**config.mk**
```make
export PLATFORM = sky130hd
export DESIGN_NAME = esfa_vector_runner
export DESIGN_NICKNAME = d
export VERILOG_FILES = /design/src/rtl/esfa_pkg.sv /design/src/rtl/esfa_wait_counter.sv /design/src/rtl/esfa_vector_runner.sv
export SDC_FILE = /design/constraint.sdc
export NUM_CORES = 1
export LEC_CHECK = 0
export CAP_MARGIN = 20
export CORE_MARGIN = 2
export CORE_UTILIZATION = 50
export CTS_BUF_LIST = sky130_fd_sc_hd__clkbuf_8
export CTS_CLUSTER_DIAMETER = 80
export DETAILED_ROUTE_END_ITERATION = 6
export PLACE_DENSITY_LB_ADDON = 0.05
export SETUP_SLACK_MARGIN = 0.5
export SKIP_LAST_GASP = 1
export SYNTH_ARGS = -nofsm -noshare
export SYNTH_HDL_FRONTEND = slang
export SYNTH_SLANG_ARGS = --single-unit
```
**constraint.sdc**
```tcl
create_clock -name clk -period 4.85 [get_ports clk]
set_input_delay 0.485 -clock clk [delete_from_list [all_inputs] [get_ports clk]]
set_output_delay 0.485 -clock clk [all_outputs]
set_load 0.02 [all_outputs]
```
**src/rtl/esfa_pkg.sv**
```systemverilog
// Shared state encoding and vector-word field layout for the ESFA vector runner.
package esfa_pkg;

  typedef enum logic [2:0] {
    S_IDLE   = 3'd0,
    S_FETCH  = 3'd1,
    S_APPLY  = 3'd2,
    S_SETTLE = 3'd3,
    S_CHECK  = 3'd4,
    S_DONE   = 3'd5
  } state_t;

  localparam int MUT_BIT      = 0;
  localparam int EXP_BOOL_BIT = 1;
  localparam int EOP_BIT      = 2;
  localparam int FIELD_BASE   = 8;

  localparam int F_HANDLE   = 0;
  localparam int F_INDEX    = 1;
  localparam int F_VALUE    = 2;
  localparam int F_SELECTOR = 3;
  localparam int F_EXPECTED = 4;

  // Fields are DATA_W wide and packed upward from FIELD_BASE in the order above.
  function automatic int field_offset(input int k, input int data_w);
    return FIELD_BASE + k * data_w;
  endfunction

endpackage

```
**src/rtl/esfa_wait_counter.sv**
```systemverilog
// Loadable down-counter with a zero flag; times the ROM fetch and DUT settle waits.
module esfa_wait_counter #(
  parameter int W = 16
) (
  input  logic         clk,
  input  logic         reset,
  input  logic         load,
  input  logic [W-1:0] load_value,
  output logic         zero
);

  logic [W-1:0] count;

  always_ff @(posedge clk) begin
    if (reset) begin
      count <= '0;
    end else if (load) begin
      count <= load_value;
    end else if (count != '0) begin
      count <= count - W'(1);
    end
  end

  assign zero = (count == '0);

endmodule

```
**src/rtl/esfa_vector_runner.sv**
```systemverilog
// ROM-driven self-test sequencer: fetches vectors, strobes them into the ESFA DUT,
// compares non-mutating results and keeps pass/fail counters and a first-failure capture.
module esfa_vector_runner
  import esfa_pkg::*;
#(
  parameter int              DATA_W     = 8,
  parameter int              ROM_W      = 64,
  parameter int              ADDR_W     = 32,
  parameter int              ADDR_STEP  = 8,
  parameter logic [ADDR_W-1:0] ADDR_LIMIT = 32'h0000_1000,
  parameter int              ROM_LAT    = 2,
  parameter int              DUT_LAT    = 1,
  parameter int              CNT_W      = 16
) (
  input  logic              clk,
  input  logic              reset,
  input  logic              start,
  input  logic              stop_on_fail,
  input  logic              rom_busy,
  output logic              rom_en,
  output logic [ADDR_W-1:0] rom_addr,
  input  logic [ROM_W-1:0]  rom_data,
  output logic [DATA_W-1:0] dut_handle,
  output logic [DATA_W-1:0] dut_index,
  output logic [DATA_W-1:0] dut_value,
  output logic [DATA_W-1:0] dut_selector,
  output logic              dut_valid,
  input  logic              dut_result_bool,
  input  logic [DATA_W-1:0] dut_result_value,
  output logic              busy,
  output logic              done,
  output logic              pass,
  output logic              overrun,
  output logic [CNT_W-1:0]  vec_count,
  output logic [CNT_W-1:0]  fail_count,
  output logic [ADDR_W-1:0] fail_addr,
  output logic [DATA_W:0]   fail_expected,
  output logic [DATA_W:0]   fail_actual,
  output logic [2:0]        state
);

  localparam int WAIT_W = 16;
  localparam int AW1    = ADDR_W + 1;
  localparam int OFF_H  = field_offset(F_HANDLE, DATA_W);
  localparam int OFF_I  = field_offset(F_INDEX, DATA_W);
  localparam int OFF_V  = field_offset(F_VALUE, DATA_W);
  localparam int OFF_S  = field_offset(F_SELECTOR, DATA_W);
  localparam int OFF_E  = field_offset(F_EXPECTED, DATA_W);

  state_t              state_q, state_next;
  logic                start_ok, wait_zero, wait_load, mismatch, addr_over, sof_q;
  logic                mut_q, exp_bool_q;
  logic [DATA_W-1:0]   exp_value_q;
  logic [AW1-1:0]      addr_next;
  logic [WAIT_W-1:0]   wait_value;
  logic                unused_rom;

  assign unused_rom = ^rom_data;

  // dut_valid is a one-cycle strobe with no back-pressure: the DUT always accepts
  // it, and its result is trusted from DUT_LAT cycles later until the next strobe.
  assign dut_valid = (state_q == S_APPLY);
  assign rom_en    = (state_q == S_FETCH);
  assign done      = (state_q == S_DONE);
  assign busy      = (state_q == S_FETCH) || (state_q == S_APPLY) ||
                     (state_q == S_SETTLE) || (state_q == S_CHECK);
  assign state     = state_q;

  assign mismatch  = !mut_q && ((dut_result_bool != exp_bool_q) ||
                                (dut_result_value != exp_value_q));
  assign addr_next = {1'b0, rom_addr} + AW1'(ADDR_STEP);
  assign addr_over = (addr_next >= {1'b0, ADDR_LIMIT});

  // Every state entry reloads the wait counter; only FETCH and SETTLE consume it.
  assign wait_load  = (state_next != state_q);
  assign wait_value = (state_next == S_FETCH) ? WAIT_W'(ROM_LAT - 1) : WAIT_W'(DUT_LAT - 1);

  esfa_wait_counter #(.W(WAIT_W)) u_wait (
    .clk        (clk),
    .reset      (reset),
    .load       (wait_load),
    .load_value (wait_value),
    .zero       (wait_zero)
  );

  always_ff @(posedge clk) begin
    if (reset) state_q <= S_IDLE;
    else       state_q <= state_next;
  end

  always_comb begin
    state_next = state_q;
    start_ok   = 1'b0;
    unique case (state_q)
      S_IDLE, S_DONE: begin
        if (start && !rom_busy) begin
          start_ok   = 1'b1;
          state_next = S_FETCH;
        end
      end
      S_FETCH:  if (wait_zero) state_next = rom_data[EOP_BIT] ? S_DONE : S_APPLY;
      S_APPLY:  state_next = S_SETTLE;
      S_SETTLE: if (wait_zero) state_next = S_CHECK;
      S_CHECK: begin
        if ((mismatch && sof_q) || addr_over) state_next = S_DONE;
        else                                  state_next = S_FETCH;
      end
      default:  state_next = S_IDLE;
    endcase
  end

  always_ff @(posedge clk) begin
    if (reset) begin
      rom_addr      <= '0;
      dut_handle    <= '0;
      dut_index     <= '0;
      dut_value     <= '0;
      dut_selector  <= '0;
      mut_q         <= 1'b0;
      exp_bool_q    <= 1'b0;
      exp_value_q   <= '0;
      pass          <= 1'b0;
      overrun       <= 1'b0;
      sof_q         <= 1'b0;
      vec_count     <= '0;
      fail_count    <= '0;
      fail_addr     <= '0;
      fail_expected <= '0;
      fail_actual   <= '0;
    end else begin
      if (start_ok) begin
        rom_addr      <= '0;
        pass          <= 1'b1;
        overrun       <= 1'b0;
        sof_q         <= stop_on_fail;
        vec_count     <= '0;
        fail_count    <= '0;
        fail_addr     <= '0;
        fail_expected <= '0;
        fail_actual   <= '0;
      end
      if (state_q == S_FETCH && wait_zero && !rom_data[EOP_BIT]) begin
        dut_handle   <= rom_data[OFF_H +: DATA_W];
        dut_index    <= rom_data[OFF_I +: DATA_W];
        dut_value    <= rom_data[OFF_V +: DATA_W];
        dut_selector <= rom_data[OFF_S +: DATA_W];
        exp_value_q  <= rom_data[OFF_E +: DATA_W];
        exp_bool_q   <= rom_data[EXP_BOOL_BIT];
        mut_q        <= rom_data[MUT_BIT];
      end
      if (state_q == S_CHECK) begin
        if (vec_count != '1) vec_count <= vec_count + CNT_W'(1);
        if (mismatch) begin
          if (fail_count != '1) fail_count <= fail_count + CNT_W'(1);
          pass <= 1'b0;
          if (fail_count == '0) begin
            fail_addr     <= rom_addr;
            fail_expected <= {exp_bool_q, exp_value_q};
            fail_actual   <= {dut_result_bool, dut_result_value};
          end
        end
        if (!(mismatch && sof_q)) begin
          if (addr_over) begin
            overrun <= 1'b1;
            pass    <= 1'b0;
          end else begin
            rom_addr <= addr_next[ADDR_W-1:0];
          end
        end
      end
    end
  end

endmodule

```
After elaboration in Yosys (flattened, before gate mapping)
Index checks and enable logic that the tools add are counted.

storage, ports and cells
  register bits = 178
  output and inout port bits = 155
  logic and storage cells = 96

operators by class
  add/sub/neg operators = 4
  order comparisons = 1
  equal/unequal tests = 11
  mux-type cells = 43
  reduce and logical (&&, ||, !) cells = 19

operators with widths
  operator                                                                  count
  32-bit 2-to-1 mux                                                         8
  16-bit 2-to-1 mux                                                         9
  9-bit 2-to-1 mux                                                          8
  32-bit by 4-bit adder with 33-bit output (second input constant)          1
  33-bit by 13-bit >= comparator with 1-bit output (second input constant)  1
  16-bit by 1-bit adder with 16-bit output (second input constant)          2
  16-bit zero test                                                          2
  16-bit inequality test (second input constant)                            2
  16-bit nonzero test                                                       1
  16-bit by 1-bit subtractor with 16-bit output (second input constant)     1
  3-bit 2-to-1 mux                                                          5
  3-bit case mux with 5 select lines                                        1
  1-bit 2-to-1 mux                                                          12
  8-bit inequality test                                                     1
  3-bit by 1-bit == test with 1-bit output (second input constant)          2
  3-bit by 2-bit == test with 1-bit output (second input constant)          2
  3-bit == test (second input constant)                                     2
  1-bit logical AND                                                         5
  1-bit logical OR                                                          5
  1-bit zero test                                                           3
  3-bit zero test                                                           1
  3-bit inequality test                                                     1
  2-bit nonzero test                                                        1
  2-bit OR reduction                                                        1
  1-bit inequality test                                                     1

Logic depth before layout (Yosys ltp)
  depth after elaboration = 10
  depth in mapped cells = 11

Modules after synthesis
From an unflattened synthesis, not the netlist that was laid out.

unflattened totals
  cell total of the unflattened synthesis = 1017
  area, all modules = 8100.3 um^2

modules (own cells, without submodules)
  module              instances  cells an instance  area an instance (um^2)
  esfa_vector_runner  1          901                7135.6
  esfa_wait_counter   1          116                964.7

Worst setup path after synthesis
Ideal clock, no wire load.

  path kind = register to register
  start point = reg rom_addr[3]
  end point = reg rom_addr[8]
  setup time = 0.070 ns
  arrival = 2.982 ns
  setup slack = 1.798 ns
  stages on the path, launching flop included = 10
  buffers on the path = 0
  clock period less this slack = 3.052 ns
  cell sequence = dfxtp_1 > ha_1 > nand4_1 > nor4_4 > nand3_2 > or4b_4 > a211oi_4 > nand4_2 > or4_1 > a21oi_1

between the ends
  cells in the longest elaborated chain, start to end = 5

RTL lines
  element                                           RTL line                   source
  start, declared                                   esfa_vector_runner.sv:21   output logic [ADDR_W-1:0] rom_addr,
  start signal, assigned                            esfa_vector_runner.sv:167  rom_addr <= addr_next[ADDR_W-1:0];
  32-bit by 4-bit adder with 33-bit output *        esfa_vector_runner.sv:71   assign addr_next = {1'b0, rom_addr} + AW1'(ADDR_STEP);
  33-bit by 13-bit >= comparator with 1-bit output  esfa_vector_runner.sv:72   assign addr_over = (addr_next >= {1'b0, ADDR_LIMIT});
  32-bit 2-to-1 mux *                               esfa_vector_runner.sv:163  if (addr_over) begin
  32-bit 2-to-1 mux *                               esfa_vector_runner.sv:162  if (!(mismatch && sof_q)) begin
  32-bit 2-to-1 mux *                               esfa_vector_runner.sv:151  if (state_q == S_CHECK) begin

Every way passes the cells marked *; elsewhere a longest branch is shown, timed or not.
A chain may end at the register's enable or synchronous reset.

Worst setup path after layout
  start point = reg rom_addr[3]
  end point = reg rom_addr[5]

The elaborated chain is that of the path after synthesis.

==> impl_metrics.csv <==
group,metric,value,unit
floorplanning,initial_core_util,51.5,%
worst_hold_path,holdCritStartpoint,"dut_value[1]$_SDFFE_PP0P_",
clock_tree,clock_path_buffers,2,
logic_synthesis,yosys.area.top_type,"dfxtp_1",
logic_synthesis,ys_types,62,
sta,final_max_slew_viol_count,0,
clock_tree,cts.hold.buffers_added,0,
global_routing,grt_start_max_net_pins,77,
global_routing,grt_pass1_vias,6518,
floorplanning,core_area,15300,um2
worst_hold_path,holdCritPathClass,"register to register",
detailed_routing,vias,7568,
place,post-dp-hpwl,14400,um
final_layout,fin_cells,1386,
power_and_ir_drop,ir_worst_vdd,0.000270,V
logic_synthesis,synth_seq_cells,178,
global_routing,antenna_found_initial,0,
logic_synthesis,yosysWarnings,0,
global_routing,grt_pass1_wl,33100,um
clock_tree,cts_resized,0,
flow_run,cap_viol_max_count,0,
detailed_routing,ant_nets,0,
final_layout,fin_nets,1245,
final_layout,layout_common_cells,"clkdlybuf4s50_1 (210), dfxtp_1 (178), nand2_1 (176), a21oi_1 (131), nand3_1 (76)",
sta,tns,0,ps
worst_setup_path,crit_family,"simple AND/OR/NAND/NOR gates",
sta,hold_viol,0,
floorplanning,io_pins,233,
worst_setup_path,timing.rr.start,"rom_addr[3]$_SDFF_PP0_",
worst_setup_path,worst-path-buf-inv,1,
final_layout,layout_commonest_cell,"clkdlybuf4s50_1",
floorplanning,num_rows,45,
worst_setup_path,critPathMaxStageDelay,550,ps
logic_synthesis,syn_nets,1066,
worst_setup_path,slowest_stage,"or4b_4",
sta,rsz0062_at_grt,"false",
clock_tree,cts_buffers,17,
place,placedInstanceArea,10100,um2
clock_tree,cts-root-buf,"clkbuf_8",
detailed_routing,dr.pass1.iters,5,
status,status,"complete, no violations",
final_layout,design_area,10500,um2
worst_setup_path,crit_type,"register to register",
floorplanning,die_w,130,um
detailed_routing,remaining_drc_errors,0,
worst_hold_path,whs_path_depth,2,
sta,max_slew_margin,34.9,%
sta,period_share,78.4,%
logic_synthesis,ys.flop_type,"dfxtp_1",
sta,max_clock_freq,263,MHz
clock_tree,clock-sinks,178,
clock_tree,post_cts_buffers,0,
clock_tree,worstSkewPairLatency,450,ps
worst_setup_path,reg2reg_slack,1050,ps
detailed_routing,viasPerCell,5.46,
worst_setup_path,crit_fanout,24,
detailed_routing,drt-initial-drc-count,545,
place,io_buffers,211,
logic_synthesis,synthArstFlopShare,0,%
detailed_routing,avgRoutedWirePerCell,15.3,um
logic_synthesis,synth_cells,983,
place,routabilityCongestion,0.845,
worst_setup_path,r2r_end,"rom_addr[5]$_SDFF_PP0_",
floorplanning,die_height,130,um
worst_setup_path,arrival,4200,ps
place,dp.cells,1354,
sta,holdWs,457,ps
worst_setup_path,reg2reg_depth,10,
sta,skew,12.6,ps
global_routing,overflow,0,
power_and_ir_drop,p_leak,3.69,nW
logic_synthesis,ys_seq_area_share,45.2,%
worst_setup_path,startpoint_type,"register",
sta,fin_crit,3800,ps
logic_synthesis,syn-cell-area,7880,um2
floorplanning,die_area,16800,um2
worst_setup_path,path_cells,"ha_1 > nand4_1 > nor4_4 > nand3_2 > or4b_4 > a211oi_4 > nand4_2 > buf_4 > or4_1 > nand2_1",
final_layout,antennaDiodeCount,0,
worst_setup_path,cp.required,5250,ps
clock_tree,h-tree-depth,4,
logic_synthesis,synth-edff-count,0,
worst_setup_path,crit_path_end_kind,"register",
sta,setup_viol,0,
power_and_ir_drop,power_density,321,nW/um2
logic_synthesis,netlist.area_leader.share,45.2,%
clock_tree,clk_pin_slew,90,ps
detailed_routing,wl,21200,um
logic_synthesis,synth_area_leaders,"dfxtp_1 (45%), nand2_1 (8.4%), a21oi_1 (8.3%)",
logic_synthesis,synth_area_per_cell,8.02,um2
worst_hold_path,holdPathEnd,"dut_value[1]$_SDFFE_PP0P_",
sta,worstMarginPinSlew,977,ps
global_routing,grt_util_all_layers,24.4,%
clock_tree,cts_tree,"done",
final_layout,syn2layout_area_growth,33.5,%
final_layout,drive_gt1_share,5.96,%
worst min-delay path, stage by stage (launching register included):
cell and delay [ps]:
dfxtp_1 320, nand2_1 50, a21oi_1 50
metal layers:
metal  vias up  wire, um  global-route usage, %
met2       192     10000                   38.2
met4         0       306                   6.39
met5         -         0                      0
met3        19      1410                   7.84
li1       3817         -                      -
met1      3540      9470                   32.7
sequential cells by signal, summed over array words and instances, names as in the netlist, 3 cells and up:
register       flops
u_wait.count      16
fail_count        16
state              3
fail_actual        9
exp_value_q        8
dut_selector       8
dut_handle         8
vec_count         16
rom_addr          32
fail_addr         32
fail_expected      9
dut_index          8
dut_value          8
cell families after synthesis:
family / after synthesis / share of synthesized area, %
and+or+nand+nor: 490 / 31.1
AOI/OAI and AO/OA: 199 / 14.7
DFF: 178 / 45.2
buffers and inverters: 72 / 3.62
xor gates and xnor gates: 30 / 3.33
muxes: 9 / 1.22
adders and majority gates: 5 / 0.794
report_power, final:
part / internal (mW) / switching (mW) / total [mW]
combinational: 0.305 / 0.420 / 0.725
clock: 0.522 / 0.533 / 1.05
sequential: 1.54 / 0.0652 / 1.60
total: 2.36 / 1.02 / 3.38
how the worst max path moves through the flow:
stage	cells after the start	end	start	slack (ps)
2_1_floorplan	9	rom_addr[8]$_SDFF_PP0_	rom_addr[3]$_SDFF_PP0_	1800
3_3_place_gp	10	rom_addr[5]$_SDFF_PP0_	dut_result_value[4]	1110
3_5_place_dp	10	rom_addr[5]$_SDFF_PP0_	dut_result_value[4]	1020
4_1_cts	10	rom_addr[5]$_SDFF_PP0_	rom_addr[3]$_SDFF_PP0_	1030
5_1_grt	10	rom_addr[5]$_SDFF_PP0_	rom_addr[3]$_SDFF_PP0_	770
6_report	10	rom_addr[5]$_SDFF_PP0_	rom_addr[3]$_SDFF_PP0_	1050
layout make-up:
type	count	area (um2)
fillers	1337	4790
multi-input cells	733	4050
flip-flops and latches	178	3560
repair buffers	225	2210
well taps	211	264
clock buffers	18	248
clock inverters	14	161
inverters	7	26.3
per-stage QoR:
stage | setup WS [ps] | power [mW] | util [%]
final | 1050 | 3.38 | 68.7
after detailed placement | 1020 | 2.37 | 66.0
after CTS | 1030 | 3.41 | 68.7
after global placement | 1110 | 2.35 | 66.0
after global routing | 772 | 3.57 | 68.7
after floorplan | 1800 | 2.16 | -
Yosys cell counts, types with 3 or more instances:
cell      instances
nand3_1          76
o21a_1            4
a31o_2            4
nor4b_1           3
clkbuf_1         51
buf_1             6
o22ai_1           3
or3_1             6
nor3_1           25
or4_1             8
nor4_1           16
o31ai_1           3
o21ai_0          15
a211oi_1          6
nand2b_1          8
nand4_1          14
a31oi_1           7
nand3b_1          8
dfxtp_1         178
a21oi_1         131
inv_1             7
and3_1           33
a21o_1            5
buf_2             4
nor2_1           71
mux2i_1           4
mux2_2            5
nand2_1         176
and4_1            6
xor2_1           20
ha_1              5
xnor2_1          10
and2_1           14
nor3b_1          10
Power figures use the tool's default switching activity.
==> edit 1, RTL diff (same settings) <==
Set the parameter `CNT_W` to 32 (it was 16).
--- a/src/rtl/esfa_vector_runner.sv
+++ b/src/rtl/esfa_vector_runner.sv
@@ -12,3 +12,3 @@
   parameter int              DUT_LAT    = 1,
-  parameter int              CNT_W      = 16
+  parameter int              CNT_W      = 32
 ) (
Interface: changed (resized fail_count and vec_count); port bits go from 233 to 265. No check against the original RTL was run, so the function may have changed too.
==> edit 1 against the original RTL <==
  * Design area rose by 19%
  * First-iteration DRC count fell by 6.8%
  * Setup slack improved by 0.40 ns
  * Worst hold slack worse by 0.072 ns
  * Synthesized area rose by 19%
  * Total power rose by 27%
  * Routed wire length rose by 27%
  * Sequential cell count up 32
==> edit 1: results (changes against the original RTL) <==
viasPerCell: 5.635  # was 5.460
num-fill-cells: 1609  # was 1,337
path_clk_slew_ns: 0.06  # was 0.09 ns
slowest_stage: "nor3_1"  # was or4b_4
dp_cells: 1593  # was 1,354
layout.nonclk_buf_frac: 0.1988  # was 0.2105
synth_common_cells: "dfxtp_1, nand2_1, a21oi_1"  # unchanged
max_stage_delay_ns: 0.61  # was 0.55 ns
n_sequential_cell: 210  # was 178
fin_skew_ns: 0.01902  # was 0.01256 ns
wl_met2_um: 12660  # was 10,010 um
grtUsageTotal: 0.2637  # was 0.2443
gr-usage-met2: 0.4347  # was 0.3822
min_path_type: "in2reg"  # was reg2reg
ys_types: 66  # was 62
io_buffers: 243  # was 211
cts_buffer_depth: 3  # was 2
cts_made_buffers: 37  # was 17
grt_max_degree: 96  # was 77
buffers: 252  # was 225
drt-initial-drc-count: 508  # was 545
insertion_delay_ns: 0.52  # was 0.45 ns
clockBufferCount: 44  # was 18
holdWs_ns: 0.3847  # was 0.4565 ns
hold_start: "reset"  # was dut_value[1]
reg2reg_depth: 9  # was 10
sh_seq_area: 0.3346  # was 0.3386
seq_area_frac_synth: 0.4491  # was 0.4521
syn_avg_cell_area_um2: 8.001  # was 8.019 um2
antenna_found_initial: 0  # unchanged
grtUsageMet3: 0.05401  # was 0.07845
grt_pass1_wl_um: 43370  # was 33,090 um
areaGrowthSynthToFinish_pct: 34.20  # was 33.49%
power_leakage_nw: 4.344  # was 3.689 nW
max_slew_margin: 0.2978  # was 0.3486
met1_length_um: 11870  # was 9472 um
dp_hpwl_um: 17970  # was 14,390 um
min_to: "fail_count[28]"  # was dut_value[1]
critical_path_arrival_ns: 3.86  # was 4.20 ns
place_congestion: 0.8708  # was 0.8453
grt_use_met1: 0.3472  # was 0.3275
worstSetupStartpoint: "rom_addr[4]"  # was rom_addr[3]
final_nets: 1481  # was 1,245
synth_area_leaders: "dfxtp_1, nand2_1, a21oi_1, nand3_1, nor2_1"  # unchanged
intPower_mw: 3.002  # was 2.365 mW
finalCriticalPeriod_ns: 3.401  # was 3.804 ns
wl_per_cell_um: 16.29  # was 15.30 um
grt_pass1_vias: 8521  # was 6,518
multi_input_area_share: 0.3838  # was 0.3844
clk_share: 0.05378  # was 0.03888
path_max_fanout: 11  # was 24
num-multi-input-gates: 878  # was 733
inverters: 19  # was 7
ir_drop_mv: 0.4721  # was 0.2697 mV
status: "complete, no violations"  # unchanged
[edit 1: kinds of logic (layout without fill, tap and decap cells)]
group / after synthesis / in the layout / share of synthesized area
buf+inv: 82 / 332 / 0.03649
flops: 210 / 210 / 0.4491
fa+ha+maj: 5 / 5 / 0.006683
simple gates: 574 / 574 / 0.3026
compound gates: 249 / 249 / 0.1566
xor+xnor: 42 / 42 / 0.03929
mux: 8 / 8 / 0.009222
[edit 1: power by group through the flow]
| stage | registers, mW | logic (mW) | clock network [mW] |
|---|---|---|---|
| finish | 1.89 | 0.902 | 1.51 |
| global route | 1.90 | 1.00 | 1.63 |
| CTS | 1.88 | 0.911 | 1.55 |
| detailed placement | 1.92 | 0.904 | 0 |
| global placement | 1.92 | 0.899 | 0 |
| floorplan | 1.93 | 0.655 | 0 |
==> edit 2, RTL diff (same settings) <==
Made on the original files. Reset style: asynchronous (`reset`), changed in 3 clocked blocks.
--- a/src/rtl/esfa_wait_counter.sv
+++ b/src/rtl/esfa_wait_counter.sv
@@ -13,3 +13,3 @@
 
-  always_ff @(posedge clk) begin
+  always_ff @(posedge clk or posedge reset) begin
     if (reset) begin
--- a/src/rtl/esfa_vector_runner.sv
+++ b/src/rtl/esfa_vector_runner.sv
@@ -85,3 +85,3 @@
 
-  always_ff @(posedge clk) begin
+  always_ff @(posedge clk or posedge reset) begin
     if (reset) state_q <= S_IDLE;
@@ -111,3 +111,3 @@
 
-  always_ff @(posedge clk) begin
+  always_ff @(posedge clk or posedge reset) begin
     if (reset) begin
Check against the original RTL: differs if reset is asserted again (counterexample within 4 cycles, from zero or initial values and one cycle with reset high); with reset held inactive, the same outputs for 4 cycles.
==> edit 2 against the original RTL <==
  * Synthesized cell count down 17%
  * Via count down 12%
  * Maximum frequency up 12%
  * Die area up 4.6%
  * Design area up 3.9%
  * Setup slack better by 0.40 ns
  * Synthesized area up 4.7%
  * Global-route usage down 1.2 points
  * Routed wire length down 6.6%
  * Final cell count down 11%
  * Sequential cell count unchanged
Power is not compared: it rests on default switching activity, and its combinational part moved more than twofold at a synthesized area within 25%.
==> edit 2: results (changes against the original RTL) <==
status: "complete, no violations"  # unchanged
reg_top3: "fail_addr: 32 flops, rom_addr: 32 flops"  # unchanged
grt_max_degree: 112  # was 77
syn-num-nets: 894  # was 1,066
cts_setup_buffers: 0  # unchanged
ir_drop_mv: 0.3099
cts_buffer_depth: 2  # unchanged
seq_area_frac_synth: 0.5397  # was 0.4521
synth-async-reset-ratio: 1.000  # was 0
place_congestion: 0.8039  # was 0.8453
n_antenna_cell: 0  # unchanged
holdWs_ns: 0.4891  # was 0.4565 ns
cts_made_buffers: 17  # unchanged
ff2ff_setup_slack_ns: 1.44  # was 1.05 ns
cpLargestDelayFamily: "simple AND/OR/NAND/NOR gates"  # unchanged
final_nets: 1092  # was 1,245
dp_hpwl_um: 13630  # was 14,390 um
drt-initial-drc-count: 454  # was 545
worstMarginPinSlew_ns: 0.8444  # was 0.9771 ns
synth_area_leaders: "dfrtp_1, nand2_1, mux2_2, o21ai_0, nor2_1"  # was dfxtp_1, nand2_1, a21oi_1, nand3_1, nor2_1
slowest_stage: "nor4_4"  # was or4b_4
min_to: "sof_q"  # was dut_value[1]
layout-drive-gt1-share: 0.1008  # was 0.05957
h-tree-depth: 4  # unchanged
ys.flop_type: "dfrtp_1"  # was dfxtp_1
vias: 6675  # was 7,568
path_clk_slew_ns: 0.09  # about the same
max_stage_delay_ns: 0.74  # was 0.55 ns
min_path_type: "reg2reg"  # unchanged
reg2reg_to: "rom_addr[6]"  # was rom_addr[5]
path_max_fanout: 16  # was 24
antenna_found_initial: 0  # unchanged
power_leakage_nw: 4.679
grt_pass1_vias: 6390  # was 6,518
grt_pass1_wl_um: 32940  # was 33,090 um
drt_pass1_iterations: 5  # unchanged
hold_start: "sof_q"  # was dut_value[1]
critical_path_arrival_ns: 3.75  # was 4.20 ns
fin_skew_ns: 0.01065  # was 0.01256 ns
root_buffer: "clkbuf_8"  # unchanged
io_buffers: 211  # unchanged
insertion_delay_ns: 0.46
routed_wl_um: 19800  # was 21,200 um
synth_common_cells: "dfrtp_1, nand2_1, o21ai_0"  # was dfxtp_1, nand2_1, a21oi_1
grtUsageTotal: 0.2319  # was 0.2443
cts.repair.resized: 0  # unchanged
reg2reg_depth: 9  # was 10
min_delay_path_depth: 2  # unchanged
r2r-start: "rom_addr[4]"  # was rom_addr[3]
## edit 2: cell types whose count changed in the layout (fill, tap and decap cells not counted), moves of 9 or more
cell,change
o21ai_0,+57
nand3_1,-43
nand2_1,-19
nor3_1,-9
dfxtp_1,-178
nor2_1,-26
dfrtp_1,+178
mux2_2,+37
a21oi_1,-120
and3_1,-16
## edit 2: area by class of cell
class,count,area (um2)
clock buffer,18,247.7
clock inverter,14,128.9
fill,1338,5064
inverter,12,48.80
multi-input combinational,581,3602
sequential,178,4454
tap,216,270.3
timing repair buffer,219,2185
## edit 2: report_power, final
group          leakage [nW]  total (mW)  switching [mW]  internal (mW)
clock network         0.192       0.978           0.552          0.426
logic                  2.12        1.73           0.851          0.876
registers              2.37        2.19           0.336           1.85
total                  4.68        4.89            1.74           3.15
## edit 2: through the flow
step | instances | instance area, um2 | util | worst slack [ns]
2_1_floorplan | 811 | 8257 | - | 2.042
3_3_place_gp | 1205 | 10550 | 0.6595 | 1.566
3_5_place_dp | 1205 | 10550 | 0.6595 | 1.476
4_1_cts | 1237 | 10930 | 0.6831 | 1.453
5_1_grt | 1238 | 10940 | 0.6835 | 1.140
6_report | 1238 | 10940 | 0.6835 | 1.444
## edit 2: per-layer routing
| metal | vias to the layer above | routed length, um | share of wire | global-route usage |
|---|---|---|---|---|
| met1 | 3227 | 8644 | 0.44 | 0.3073 |
| met2 | 171 | 9685 | 0.49 | 0.3759 |
| met4 | 0 | 461 | 0.023 | 0.08662 |
| met3 | 33 | 1009 | 0.051 | 0.05134 |
| met5 | - | 0 | 0 | 0 |
| li1 | 3244 | - | - | - |
## edit 2: cells by family after synthesis
logic type | after synthesis | synth area share
mux | 57 | 0.07595
flops | 178 | 0.5397
xor+xnor | 30 | 0.03184
buf+inv | 52 | 0.02623
compound gates | 131 | 0.09870
fa+ha+maj | 5 | 0.007580
simple gates | 358 | 0.2200
## edit 2: how the worst max path moves through the flow
| stage | startpoint | to | slack [ns] | cells after the start |
|---|---|---|---|---|
| 2_1_floorplan | rom_addr[3] | rom_addr[6] | 2.04 | 9 |
| 3_3_place_gp | rom_addr[3] | rom_addr[9] | 1.57 | 9 |
| 3_5_place_dp | rom_addr[3] | rom_addr[6] | 1.48 | 9 |
| 4_1_cts | rom_addr[3] | rom_addr[6] | 1.45 | 9 |
| 5_1_grt | rom_addr[3] | rom_addr[6] | 1.14 | 9 |
| 6_report | rom_addr[4] | rom_addr[6] | 1.44 | 9 |
## edit 2: tightest hold or removal path: cells and delay by family, from the launching register on
| family | cells | cell delay, ns |
|---|---|---|
| DFF | 1 | 0.36 |
| and+or+nand+nor | 2 | 0.10 |
